File: config.mk
export PLATFORM = sky130hd
export DESIGN_NAME = proc_result_accum_flat
export DESIGN_NICKNAME = d
export VERILOG_FILES = /design/src/rtl/proc_result_accum_if.sv /design/src/rtl/proc_result_accum.sv /design/src/flat_wrapper.sv
export SDC_FILE = /design/constraint.sdc
export NUM_CORES = 1
export LEC_CHECK = 0
export ABC_CLOCK_PERIOD_IN_PS = 5000
export BUFFER_PORTS_ARGS = -buffer_cell sky130_fd_sc_hd__clkbuf_2
export CORE_MARGIN = 2
export CORE_UTILIZATION = 40
export CTS_BUF_LIST = sky130_fd_sc_hd__clkbuf_2 sky130_fd_sc_hd__clkbuf_4 sky130_fd_sc_hd__clkbuf_8
export DETAILED_ROUTE_END_ITERATION = 6
export PLACE_DENSITY_LB_ADDON = 0.1
export SLEW_MARGIN = 5
export SYNTH_ARGS = -nofsm -noshare
export SYNTH_HDL_FRONTEND = slang
export SYNTH_SLANG_ARGS = --single-unit
File: constraint.sdc
create_clock -name clk -period 5 [get_ports clk]
set_input_delay 1 -clock clk [delete_from_list [all_inputs] [get_ports clk]]
set_output_delay 1 -clock clk [all_outputs]
set_load 0.05 [all_outputs]
File: src/rtl/proc_result_accum_if.sv
// Result-bus interface for proc_result_accum: upstream beat handshake plus summary handshake.
interface proc_result_accum_if #(
  parameter int DATA_W = 32,
  parameter int ACC_W  = 40,
  parameter int CNT_W  = 4
);
  logic              in_valid;
  logic              in_ready;
  logic [DATA_W-1:0] in_data;
  logic [1:0]        in_mode;
  logic              flush;
  logic              out_valid;
  logic              out_ready;
  logic [ACC_W-1:0]  out_sum;
  logic [DATA_W-1:0] out_max;
  logic [CNT_W-1:0]  out_cnt;
  logic [3:0]        out_mode_mask;
  logic              out_sat;

  modport master (
    output in_valid, in_data, in_mode, flush, out_ready,
    input  in_ready, out_valid, out_sum, out_max, out_cnt, out_mode_mask, out_sat
  );

  modport slave (
    input  in_valid, in_data, in_mode, flush, out_ready,
    output in_ready, out_valid, out_sum, out_max, out_cnt, out_mode_mask, out_sat
  );
endinterface

File: src/rtl/proc_result_accum.sv
// Windowed summary (sum, unsigned max, count, mode mask) of ALU result beats.
// Define PROC_ACCUM_SAT_EN for a saturating sum with sticky out_sat; otherwise the sum wraps.
module proc_result_accum #(
  parameter int DATA_W = 32,
  parameter int ACC_W  = 40,
  parameter int WIN    = 8
) (
  input  logic               clk,
  input  logic               rst_n,
  proc_result_accum_if.slave bus
);
  localparam int CNT_W = $clog2(WIN + 1);
  localparam int PAD_W = ACC_W - DATA_W;

  typedef enum logic [1:0] {IDLE, ACCUM, EMIT} state_e;

  state_e            state_q, state_d;
  logic              live_q;

  logic [ACC_W-1:0]  acc_sum_q, acc_sum_d;
  logic [DATA_W-1:0] acc_max_q, acc_max_d;
  logic [CNT_W-1:0]  acc_cnt_q, acc_cnt_d;
  logic [3:0]        acc_mask_q, acc_mask_d;

  logic [ACC_W-1:0]  out_sum_q, out_sum_d;
  logic [DATA_W-1:0] out_max_q, out_max_d;
  logic [CNT_W-1:0]  out_cnt_q, out_cnt_d;
  logic [3:0]        out_mask_q, out_mask_d;

  logic [ACC_W-1:0]  base_sum;
  logic [DATA_W-1:0] base_max;
  logic [CNT_W-1:0]  base_cnt;
  logic [3:0]        base_mask;
  logic [ACC_W-1:0]  beat_ext;
  logic              accept;
  logic              close;

`ifdef PROC_ACCUM_SAT_EN
  logic              acc_sat_q, acc_sat_d;
  logic              out_sat_q, out_sat_d;
  logic              base_sat;
  logic [ACC_W:0]    sum_wide;
`endif

  // live_q keeps in_ready low while reset is asserted and for the release cycle.
  assign bus.in_ready  = live_q & (state_q != EMIT);
  assign bus.out_valid = (state_q == EMIT);
  assign accept        = bus.in_valid & bus.in_ready;

  always_comb begin
    state_d    = state_q;
    close      = 1'b0;
    acc_sum_d  = acc_sum_q;
    acc_max_d  = acc_max_q;
    acc_cnt_d  = acc_cnt_q;
    acc_mask_d = acc_mask_q;
    out_sum_d  = out_sum_q;
    out_max_d  = out_max_q;
    out_cnt_d  = out_cnt_q;
    out_mask_d = out_mask_q;
    beat_ext   = {{PAD_W{1'b0}}, bus.in_data};

    // A beat accepted in IDLE starts a fresh window, so the old accumulator is ignored.
    if (state_q == IDLE) begin
      base_sum  = '0;
      base_max  = '0;
      base_cnt  = '0;
      base_mask = '0;
    end else begin
      base_sum  = acc_sum_q;
      base_max  = acc_max_q;
      base_cnt  = acc_cnt_q;
      base_mask = acc_mask_q;
    end

`ifdef PROC_ACCUM_SAT_EN
    acc_sat_d = acc_sat_q;
    out_sat_d = out_sat_q;
    base_sat  = (state_q == IDLE) ? 1'b0 : acc_sat_q;
    sum_wide  = '0;
`endif

    if (accept) begin
`ifdef PROC_ACCUM_SAT_EN
      sum_wide  = {1'b0, base_sum} + {1'b0, beat_ext};
      acc_sum_d = sum_wide[ACC_W] ? '1 : sum_wide[ACC_W-1:0];
      acc_sat_d = base_sat | sum_wide[ACC_W];
`else
      acc_sum_d = base_sum + beat_ext;
`endif
      acc_max_d  = (bus.in_data > base_max) ? bus.in_data : base_max;
      acc_cnt_d  = base_cnt + CNT_W'(1);
      acc_mask_d = base_mask | (4'b0001 << bus.in_mode);
    end

    unique case (state_q)
      IDLE: begin
        if (accept) state_d = ACCUM;
      end
      ACCUM: begin
        // A flush with a beat in the same cycle closes the window including that beat.
        if ((accept && (acc_cnt_d == CNT_W'(WIN))) || bus.flush) begin
          state_d = EMIT;
          close   = 1'b1;
        end
      end
      EMIT: begin
        if (bus.out_ready) state_d = IDLE;
      end
      default: state_d = IDLE;
    endcase

    if (close) begin
      out_sum_d  = acc_sum_d;
      out_max_d  = acc_max_d;
      out_cnt_d  = acc_cnt_d;
      out_mask_d = acc_mask_d;
`ifdef PROC_ACCUM_SAT_EN
      out_sat_d  = acc_sat_d;
`endif
    end
  end

  always_ff @(posedge clk or negedge rst_n) begin
    if (!rst_n) begin
      state_q    <= IDLE;
      live_q     <= 1'b0;
      acc_sum_q  <= '0;
      acc_max_q  <= '0;
      acc_cnt_q  <= '0;
      acc_mask_q <= '0;
      out_sum_q  <= '0;
      out_max_q  <= '0;
      out_cnt_q  <= '0;
      out_mask_q <= '0;
    end else begin
      state_q    <= state_d;
      live_q     <= 1'b1;
      acc_sum_q  <= acc_sum_d;
      acc_max_q  <= acc_max_d;
      acc_cnt_q  <= acc_cnt_d;
      acc_mask_q <= acc_mask_d;
      out_sum_q  <= out_sum_d;
      out_max_q  <= out_max_d;
      out_cnt_q  <= out_cnt_d;
      out_mask_q <= out_mask_d;
    end
  end

`ifdef PROC_ACCUM_SAT_EN
  always_ff @(posedge clk or negedge rst_n) begin
    if (!rst_n) begin
      acc_sat_q <= 1'b0;
      out_sat_q <= 1'b0;
    end else begin
      acc_sat_q <= acc_sat_d;
      out_sat_q <= out_sat_d;
    end
  end

  assign bus.out_sat = out_sat_q;
`else
  assign bus.out_sat = 1'b0;
`endif

  assign bus.out_sum       = out_sum_q;
  assign bus.out_max       = out_max_q;
  assign bus.out_cnt       = out_cnt_q;
  assign bus.out_mode_mask = out_mask_q;

endmodule
File: src/flat_wrapper.sv
// flat-port wrapper written by rule: the top's interface ports become plain ports
module proc_result_accum_flat 
#(
  parameter int DATA_W = 32,
  parameter int ACC_W  = 40,
  parameter int WIN    = 8
)
  (clk, rst_n, bus_in_valid, bus_in_data, bus_in_mode, bus_flush, bus_out_ready, bus_in_ready, bus_out_valid, bus_out_sum, bus_out_max, bus_out_cnt, bus_out_mode_mask, bus_out_sat);
  proc_result_accum_if #(.DATA_W(DATA_W), .ACC_W(ACC_W)) bus_i ();
  input  logic clk;
  input  logic rst_n;
  input wire logic [$bits(bus_i.in_valid)-1:0] bus_in_valid;
  input wire logic [$bits(bus_i.in_data)-1:0] bus_in_data;
  input wire logic [$bits(bus_i.in_mode)-1:0] bus_in_mode;
  input wire logic [$bits(bus_i.flush)-1:0] bus_flush;
  input wire logic [$bits(bus_i.out_ready)-1:0] bus_out_ready;
  output wire logic [$bits(bus_i.in_ready)-1:0] bus_in_ready;
  output wire logic [$bits(bus_i.out_valid)-1:0] bus_out_valid;
  output wire logic [$bits(bus_i.out_sum)-1:0] bus_out_sum;
  output wire logic [$bits(bus_i.out_max)-1:0] bus_out_max;
  output wire logic [$bits(bus_i.out_cnt)-1:0] bus_out_cnt;
  output wire logic [$bits(bus_i.out_mode_mask)-1:0] bus_out_mode_mask;
  output wire logic [$bits(bus_i.out_sat)-1:0] bus_out_sat;
  assign bus_i.in_valid = bus_in_valid;
  assign bus_i.in_data = bus_in_data;
  assign bus_i.in_mode = bus_in_mode;
  assign bus_i.flush = bus_flush;
  assign bus_i.out_ready = bus_out_ready;
  assign bus_in_ready = bus_i.in_ready;
  assign bus_out_valid = bus_i.out_valid;
  assign bus_out_sum = bus_i.out_sum;
  assign bus_out_max = bus_i.out_max;
  assign bus_out_cnt = bus_i.out_cnt;
  assign bus_out_mode_mask = bus_i.out_mode_mask;
  assign bus_out_sat = bus_i.out_sat;
  proc_result_accum #(.DATA_W(DATA_W), .ACC_W(ACC_W), .WIN(WIN)) u_core (.clk(clk), .rst_n(rst_n), .bus(bus_i));
endmodule
# Yosys cells after proc, flatten, opt, wreduce, memory -nomap -nowiden
# Index checks and enable logic that the tools add are counted.
# W data, S select, Z words.
[word_totals]
elab_cells = 43
ff_bits = 163
[op_classes]
shifts = 1
n_addsub = 2
magnitude_cmp = 1
n_reduce_logical = 4
mux = 15
eq_ne = 7
bitwise_logic = 3
[op_table]
columns = ["operator", "count"]
rows = [
  ["$mux W32", 3],
  ["$mux W40", 2],
  ["$add A40 B32 Y40", 1],
  ["$gt A32 B32 Y1", 1],
  ["$mux W4", 4],
  ["$mux W2", 3],
  ["$pmux W2 S3", 1],
  ["$add A4 B1 Y4 const B", 1],
  ["$eq A4 B4 Y1 const B", 1],
  ["$ne A2 B1 Y1 const B", 2],
  ["$ne A2 B2 Y1 const B", 2],
  ["$or A4 B4 Y4", 1],
  ["$shl A1 B2 Y4 const A", 1],
  ["$reduce_and A3 Y1", 1],
  ["$and A1 B1 Y1", 2],
  ["$eq A2 B1 Y1 const B", 1],
  ["$eq A2 B2 Y1 const B", 1],
  ["$logic_not A2 Y1", 1],
  ["$mux W1", 2],
  ["$logic_and A1 B1 Y1", 1],
  ["$logic_or A1 B1 Y1", 1],
]

# Longest topological paths before layout
# Gate-level depths: netlist of the first run.
[logic_depth]
depth_word = 9
ltp_mapped = 16
ltp_nobuf = 14

# Least setup slack after synthesis of the first run
# Ideal clock, no wire load.
[synth_path]
path_type = "register to register"
start = "reg u_core.state_q[0]"
end = "reg u_core.out_sum_q[33] (netlist: u_core.bus.out_sum[33])"
setup_time_ps = 125
t_arrival_ps = 3673
stages_incl_launch_ff = 15
slack_ps = 1202
cell_sequence = "dfrtp_1 -> or2_2 -> clkbuf_1 -> clkbuf_1 -> and2_1 -> ha_1 -> a211oi_1 -> o21ai_0 -> nor3b_1 -> or3_1 -> o21ai_2 -> o41a_1 -> mux2_2 -> a22o_1 -> mux2_2"
[synth_between]
word_cells_on_any_way = 16
[synth_lines]
columns = ["element", "line_no", "rtl"]
rows = [
  ["start, declared", "proc_result_accum.sv:17", "state_e state_q, state_d;"],
  ["start signal, assigned", "proc_result_accum.sv:137", "state_q <= state_d;"],
  ["$logic_not A2 Y1 / $ne A2 B2 Y1 (equally long branches)", "proc_result_accum.sv:64, proc_result_accum.sv:46", ""],
  ["$mux W40 / $and A1 B1 Y1 (equally long branches)", "proc_result_accum.sv:64, proc_result_accum.sv:46", ""],
  ["$add A40 B32 Y40 / $and A1 B1 Y1 (equally long branches)", "proc_result_accum.sv:89, proc_result_accum.sv:48", ""],
  ["$mux W40 *", "proc_result_accum.sv:83", "if (accept) begin"],
  ["named net u_core.acc_sum_d[33]", "proc_result_accum.sv:20", "logic [ACC_W-1:0] acc_sum_q, acc_sum_d;"],
  ["end signal, assigned", "proc_result_accum.sv:143", "out_sum_q <= out_sum_d;"],
  ["end, declared", "proc_result_accum.sv:25", "logic [ACC_W-1:0] out_sum_q, out_sum_d;"],
]
# The timed path passes the listed nets; every way through them passes the cells marked *.
# A chain may end at the register's enable or synchronous reset.

# Worst setup path after layout of the first run
[layout_path]
start = "reg u_core.state_q[0]"
end = "reg u_core.out_sum_q[35] (netlist: u_core.bus.out_sum[35])"
# Same word-level chain as after synthesis.

==> flow_metrics.env, run 1 <==
export IMPL_postRouteAntennaNets=0
export IMPL_root_buffer="clkbuf_8"
export IMPL_area_growth_synth_to_final_pct=14.6
export IMPL_final_routed_drc_violation_total=2
export IMPL_drt_pass1_iter_count=7
export IMPL_synthesis_area_sq_mm=0.00910
export IMPL_worstReg2RegStart="u_core.state_q[0]"
export IMPL_clkSinkCount=163
export IMPL_cts_repair_resize_count=0
export IMPL_num_antenna_cells=0
export IMPL_worst_setup_path_type="register to register"
export IMPL_slew_headroom_pct=31.1
export IMPL_met1_length_um=11600
export IMPL_final_min_period_over_clock_period_pct=86.2
export IMPL_die_area_sq_mm=0.0240
export IMPL_ios=122
export IMPL_timing_clock_skew_ps=15.8
export IMPL_failing_checks="design-rule violations"
export IMPL_final_count_of_hold_timing_violations=0
export IMPL_h_tree_levels=4
export IMPL_critical_path_reg2reg_endpoint="u_core.bus.out_sum[35]"
export IMPL_status="finished, violations left"
export IMPL_synth_seq_area_share_pct=44.8
export IMPL_first_global_vias=7006
export IMPL_grt_pass1_wl_um=37700
export IMPL_syn_avg_cell_area_sq_um=9.92
export IMPL_fin_cells=1322
export IMPL_final_hold_slack_ps=486
export IMPL_worstSetupStartpoint="u_core.state_q[0]"
export IMPL_synthFlopType="dfrtp_1"
export IMPL_synth_seq_cells=163
export IMPL_clkLatencyLatePin_ps=460
export IMPL_max_layer_used="met4"
export IMPL_synth_edf_count=0
export IMPL_cts_made_buffers=17
export IMPL_placed_cells_incl_taps=1290
export IMPL_setup_viol=0
export IMPL_tritoncts="done"
export IMPL_worst_hold_path_type="primary input to asynchronous set/reset pin"
export IMPL_avgViaCountPerCell=5.35
export IMPL_met3WireLength_um=955
export IMPL_grt_ovfl_total=0
export IMPL_worstPathRequired_ps=5350
export IMPL_fin_crit_ps=4310
export IMPL_final_setup_tns_ps=0
export IMPL_drt_iter0_drc=470
export IMPL_drive_above_1_share_pct=18.5
export IMPL_reg2reg_setup_slack_ps=690
export IMPL_clockBufferDepth=2
export IMPL_cp_max_fo=29
export IMPL_worst_setup_path_start_kind="register"
export IMPL_cts_setup_buffers=0
export IMPL_yosysUniqueCellTypes=66
export IMPL_power_per_cell_area_mw_per_mm2=675
export IMPL_synth_cells=917
export IMPL_finalWirelength_um=23000
export IMPL_routed_via_count=7076
export IMPL_reg2regPathDepth=13
export IMPL_static_leakage_power_nw=5.10
export IMPL_grt_setup_unrepaired="false"
export IMPL_number_of_max_cap_violations=0
export IMPL_max_clock_freq_ghz=0.232
export IMPL_arrival_ps=4660
export IMPL_die_h_um=155
export IMPL_floorplan_initialDensity_pct=40.4
export IMPL_portBuffers=120
export IMPL_total_track_usage_pct=19.9
export IMPL_synth_async_reset_ratio_pct=100
export IMPL_path_clk_slew_ps=100
export IMPL_n_fill_cell=2161
export IMPL_timing_max_transition_violations_final=0
export IMPL_syn_num_nets=1022
export IMPL_dpl_hpwl_um=16200
export IMPL_yosysWarnings=0
export IMPL_nNetsFinal=1129
export IMPL_wl_met2_um=10300
export IMPL_rows=55
export IMPL_worst_setup_path_end_kind="register"
export IMPL_dr_wl_cell_um=17.4
export IMPL_horizontal_extent_of_the_die_um=155
export IMPL_grt_antenna_before_repair=0
export IMPL_floorplan_core_area_sq_mm=0.0225
export IMPL_grt_max_degree=106
export IMPL_worst_slew_pin_transition_ps=1030
export IMPL_vdd_ir_drop_max_mv=0.435
export IMPL_post_cts_hold_buffer_count=0
export IMPL_p_total_w=0.00704
export IMPL_globalplace_congestion=0.890
per-stage QoR:
step	instance area, sq um	util [%]	setup WS (ps)
4_1_cts	10400	46.3	710
6_report	10400	46.3	692
3_3_place_gp	9990	44.4	809
3_5_place_dp	9990	44.4	741
2_1_floorplan	9100	-	1200
5_1_grt	10400	46.3	408
registers in the layout, summed over array words and instances (netlist names):
| name | cells |
|---|---|
| u_core.bus.out_max | 32 |
| u_core.bus.out_cnt | 4 |
| u_core.acc_sum_q | 40 |
| u_core.bus.out_sum | 40 |
| u_core.state_q | 2 |
| u_core.bus.out_mode_mask | 4 |
| u_core.acc_cnt_q | 4 |
| u_core.acc_mask_q | 4 |
| u_core.acc_max_q | 32 |
| u_core.live_q | 1 |
logic make-up after synthesis:
family | share of synthesized area, %
simple gates | 15.9
compound gates | 17.6
flops | 44.8
fa+ha+maj | 9.16
mux | 6.93
buf+inv | 2.82
xor+xnor | 2.60
other cells | 0.0825
cells in the mapped netlist (5+ instances only):
cell / n / area (sq um)
xnor2_1: 16 / 140
nor4_1: 5 / 31.3
mux2_2: 11 / 124
a31oi_1: 8 / 50.1
and2_1: 40 / 250
mux2_1: 45 / 507
o31ai_1: 7 / 52.6
nand3_1: 11 / 55.1
a21oi_1: 45 / 225
a211oi_1: 9 / 67.6
a21o_1: 32 / 240
nand2_1: 175 / 657
xor2_1: 11 / 96.3
clkbuf_1: 29 / 109
nor2_1: 36 / 135
and3_1: 5 / 31.3
nor2b_1: 7 / 43.8
a22o_1: 35 / 307
nor3_1: 6 / 30.0
ha_1: 65 / 813
buf_6: 5 / 56.3
inv_1: 10 / 37.5
nand4_1: 12 / 75.1
o21a_1: 7 / 52.6
o21ai_0: 54 / 270
dfrtp_1: 163 / 4080
cells in the final DEF, fill, tap and decap left out, drive strengths merged, types with 10 or more instances in the layout:
master  instances
buf            12
a22o           35
a211oi         10
inv            16
dfrtp         163
clkbuf        139
and2           40
nand3          12
nor2           37
nand4          12
o21ai          56
a21o           32
a21oi          46
xnor2          16
ha             65
mux2           56
xor2           11
nand2         176
final cells by class:
class / count / area [sq um] / share of cell area (%)
Multi-Input combinational cell: 700 / 4790 / 45.9
Sequential cell: 163 / 4080 / 39.1
Timing Repair Buffer: 131 / 727 / 6.97
Tap cell: 285 / 357 / 3.42
Clock buffer: 20 / 269 / 2.58
Clock inverter: 12 / 168 / 1.61
Inverter: 11 / 41.3 / 0.396
power by group:
part           total, W  internal (W)  switching, W
Clock           0.00108      0.000538      0.000543
Sequential      0.00213       0.00185      0.000283
Combinational   0.00383       0.00124       0.00259
worst max-delay path by stage:
| stage | to | depth (start not counted) |
|---|---|---|
| floorplan | u_core.bus.out_sum[33] | 14 |
| global route | u_core.bus.out_sum[34] | 14 |
| finish | u_core.bus.out_sum[35] | 13 |
| global placement | u_core.bus.out_sum[33] | 13 |
| detailed placement | u_core.bus.out_sum[35] | 13 |
| CTS | u_core.bus.out_sum[34] | 14 |
worst max-delay path, cell delays in order, from the launching register on:
cell and delay [ps]:
dfrtp_1 460, or2_2 570, buf_4 310, and2_1 180
ha_1 430, o21ai_0 180, o21ai_0 240, a31oi_1 140
o41ai_1 310, o21ai_2 140, o41a_1 460, o311ai_0 320
o21ai_0 170, mux2_2 280
per-layer routing:
layer / vias to the layer above / track usage, %
met3: 18 / 3.98
met2: 162 / 30.5
li1: 3490 / -
met5: - / 0
met4: 0 / 4.67
met1: 3406 / 29.0
No activity file was read; power rests on OpenSTA's default activity.
==> inputs of run 2 (changes only) <==
--- a/config.mk
+++ b/config.mk
@@ -5,7 +5,7 @@
 export SDC_FILE = /design/constraint.sdc
 export NUM_CORES = 1
 export LEC_CHECK = 0
-export ABC_CLOCK_PERIOD_IN_PS = 5000
+export ABC_CLOCK_PERIOD_IN_PS = 4600
 export BUFFER_PORTS_ARGS = -buffer_cell sky130_fd_sc_hd__clkbuf_2
 export CORE_MARGIN = 2
 export CORE_UTILIZATION = 40
==> constraint.sdc (replaced) <==
create_clock -name clk -period 4.6 [get_ports clk]
set_input_delay 0.92 -clock clk [delete_from_list [all_inputs] [get_ports clk]]
set_output_delay 0.92 -clock clk [all_outputs]
set_load 0.05 [all_outputs]
==> flow_metrics.env, run 2 (synthesis results as in run 1) <==
export IMPL_clockBufferDepth=2
export IMPL_final_routed_drc_violation_total=0
export IMPL_rows=55
export IMPL_power_share_combinational_pct=54.8
export IMPL_global_route_usage_met3_pct=3.08
export IMPL_dpl_hpwl_um=16700
export IMPL_cp_max_fo=26
export IMPL_area_growth_synth_to_final_pct=14.8
export IMPL_status="finished clean"
export IMPL_grt_pass1_wl_um=38500
export IMPL_routed_via_count=7041
export IMPL_postRouteAntennaNets=0
export IMPL_ios=122
export IMPL_timing_clock_skew_ps=14.3
export IMPL_detailedPlace_worstSlack_ps=412
export IMPL_worstPathRequired_ps=4960
export IMPL_cts_setup_buffers=0
export IMPL_timing_critical_path_cells="or2_2, and2_1, ha_1, a211oi_1, o21ai_0, nor3b_1, or3_1, o21ai_2, o41a_1, mux2_2, a22o_1, mux2_2"
export IMPL_num_antenna_cells=0
export IMPL_floorplan_initialDensity_pct=40.4
export IMPL_worst_setup_path_end_kind="register"
export IMPL_worstSetupStartpoint="u_core.state_q[0]"
export IMPL_grt_setup_unrepaired="false"
export IMPL_postLayoutCoreUtil_pct=46.4
export IMPL_power_per_cell_area_mw_per_mm2=735
export IMPL_worst_path_dominant_cell_family="simple AND/OR/NAND/NOR gates"
export IMPL_worst_hold_path_type="primary input to asynchronous set/reset pin"
export IMPL_seq_power_share_pct=30.1
export IMPL_crit_buf_inv=0
export IMPL_h_tree_levels=4
export IMPL_root_buffer="clkbuf_8"
export IMPL_dr_wl_cell_um=17.5
export IMPL_drive_above_1_share_pct=18.7
export IMPL_critical_path_max_stage_delay_ps=570
export IMPL_setup_slack_ps=384
export IMPL_layout_common_cells="nand2_1 (175), dfrtp_1 (163), clkbuf_2 (119), ha_1 (65), o21ai_0 (54)"
export IMPL_placed_cell_area_sq_mm=0.0100
export IMPL_portBuffers=120
export IMPL_post_cts_hold_buffer_count=0
export IMPL_cts_made_buffers=17
export IMPL_clock_power_share_pct=15.1
export IMPL_avgViaCountPerCell=5.32
export IMPL_globalplace_congestion=0.880
export IMPL_number_of_max_cap_violations=0
export IMPL_path_clk_slew_ps=90
export IMPL_gr_usage_met1_pct=29.6
export IMPL_sw_frac_of_total_pct=48.6
export IMPL_die_area_sq_mm=0.0240
export IMPL_floorplan_core_area_sq_mm=0.0225
export IMPL_switching_power_w=0.00373
export IMPL_grt_ovfl_total=0
export IMPL_clkSinkCount=163
export IMPL_cellInternalPower_w=0.00395
export IMPL_final_setup_tns_ps=0
export IMPL_cts_repair_resize_count=0
export IMPL_first_global_vias=7234
export IMPL_finalWirelength_um=23200
export IMPL_die_h_um=155
export IMPL_clkLatencyLatePin_ps=480
export IMPL_final_common_cell="nand2_1"
export IMPL_reg2reg_setup_slack_ps=380
export IMPL_total_track_usage_pct=20.3
export IMPL_final_min_period_over_clock_period_pct=91.7
export IMPL_drt_iter0_drc=435
export IMPL_grt_util_met2_pct=30.8
export IMPL_slew_headroom_pct=55.6
export IMPL_worst_setup_path_type="register to register"
export IMPL_final_area_sq_mm=0.0104
export IMPL_grt_antenna_before_repair=0
export IMPL_max_clock_freq_ghz=0.237
export IMPL_worst_setup_path_start_kind="register"
export IMPL_fin_crit_ps=4220
export IMPL_final_count_of_hold_timing_violations=0
export IMPL_static_leakage_power_nw=5.10
export IMPL_worst_path_max_delay_cell="or2_2"
export IMPL_arrival_ps=4570
export IMPL_gr_peak_layer="met2"
export IMPL_horizontal_extent_of_the_die_um=155
export IMPL_setup_viol=0
export IMPL_tritoncts="done"
export IMPL_nNetsFinal=1131
export IMPL_grt_max_degree=96
export IMPL_worst_slew_pin_transition_ps=665
export IMPL_drt_pass1_iter_count=5
export IMPL_crit_top_cell="mux2_2"
export IMPL_timing_max_transition_violations_final=0
export IMPL_worstReg2RegStart="u_core.state_q[0]"
export IMPL_vdd_ir_drop_max_mv=0.409
run 2: cell types whose count changed in the layout (fill, tap and decap cells not counted):
cell      delta
buf_12       +1
buf_4        +1
clkbuf_8     -1
clkinv_4     +3
inv_6        -1
inv_8        -1
run 2: power groups by stage:
stage	Sequential (W)	Combinational (W)	Clock (W)
floorplan	0.00323	0.00224	0
global placement	0.00234	0.00421	0
detailed placement	0.00234	0.00422	0
CTS	0.00232	0.00424	0.00120
global route	0.00239	0.00464	0.00126
finish	0.00231	0.00421	0.00116
run 2: path summary, 6_finish.rpt:
path                       cells past startpoint                      to
min reg2reg                                    2  u_core.bus.out_sum[17]
min in group clk                               2  u_core.bus.out_sum[17]
max                                           12  u_core.bus.out_sum[33]
min                                            1   u_core.bus.out_max[9]
max in group asynchronous                      2    u_core.acc_sum_q[31]
max reg2reg                                   12  u_core.bus.out_sum[33]
run 2: area by class of cell:
class,count,area [sq um]
Fill cell,2183,12100
Sequential cell,163,4080
Multi-Input combinational cell,700,4790
Timing Repair Buffer,133,754
Clock buffer,19,255
Clock inverter,13,174
Inverter,11,41.3
Tap cell,285,357
run 2: routing by layer:
| metal | vias to the layer above | part of all wire (%) |
|---|---|---|
| li1 | 3491 | - |
| met1 | 3368 | 51 |
| met2 | 147 | 44 |
| met3 | 35 | 3.2 |
| met4 | 0 | 2.1 |
| met5 | - | 0 |
run 2: worst register-to-register path: stages, from the launching register on:
cell and delay [ps]:
dfrtp_1 450, or2_2 570, and2_1 280, ha_1 350
a211oi_1 290, o21ai_0 160, nor3b_1 180, or3_1 420
o21ai_2 230, o41a_1 350, mux2_2 380, a22o_1 190
mux2_2 260
run 2: through the flow:
step	power (W)	cells	hold WS, ps
2_1_floorplan	0.00548	917	442
5_1_grt	0.00829	1324	475
4_1_cts	0.00776	1324	450
3_5_place_dp	0.00656	1292	467
3_3_place_gp	0.00655	1292	461
6_report	0.00768	1324	435
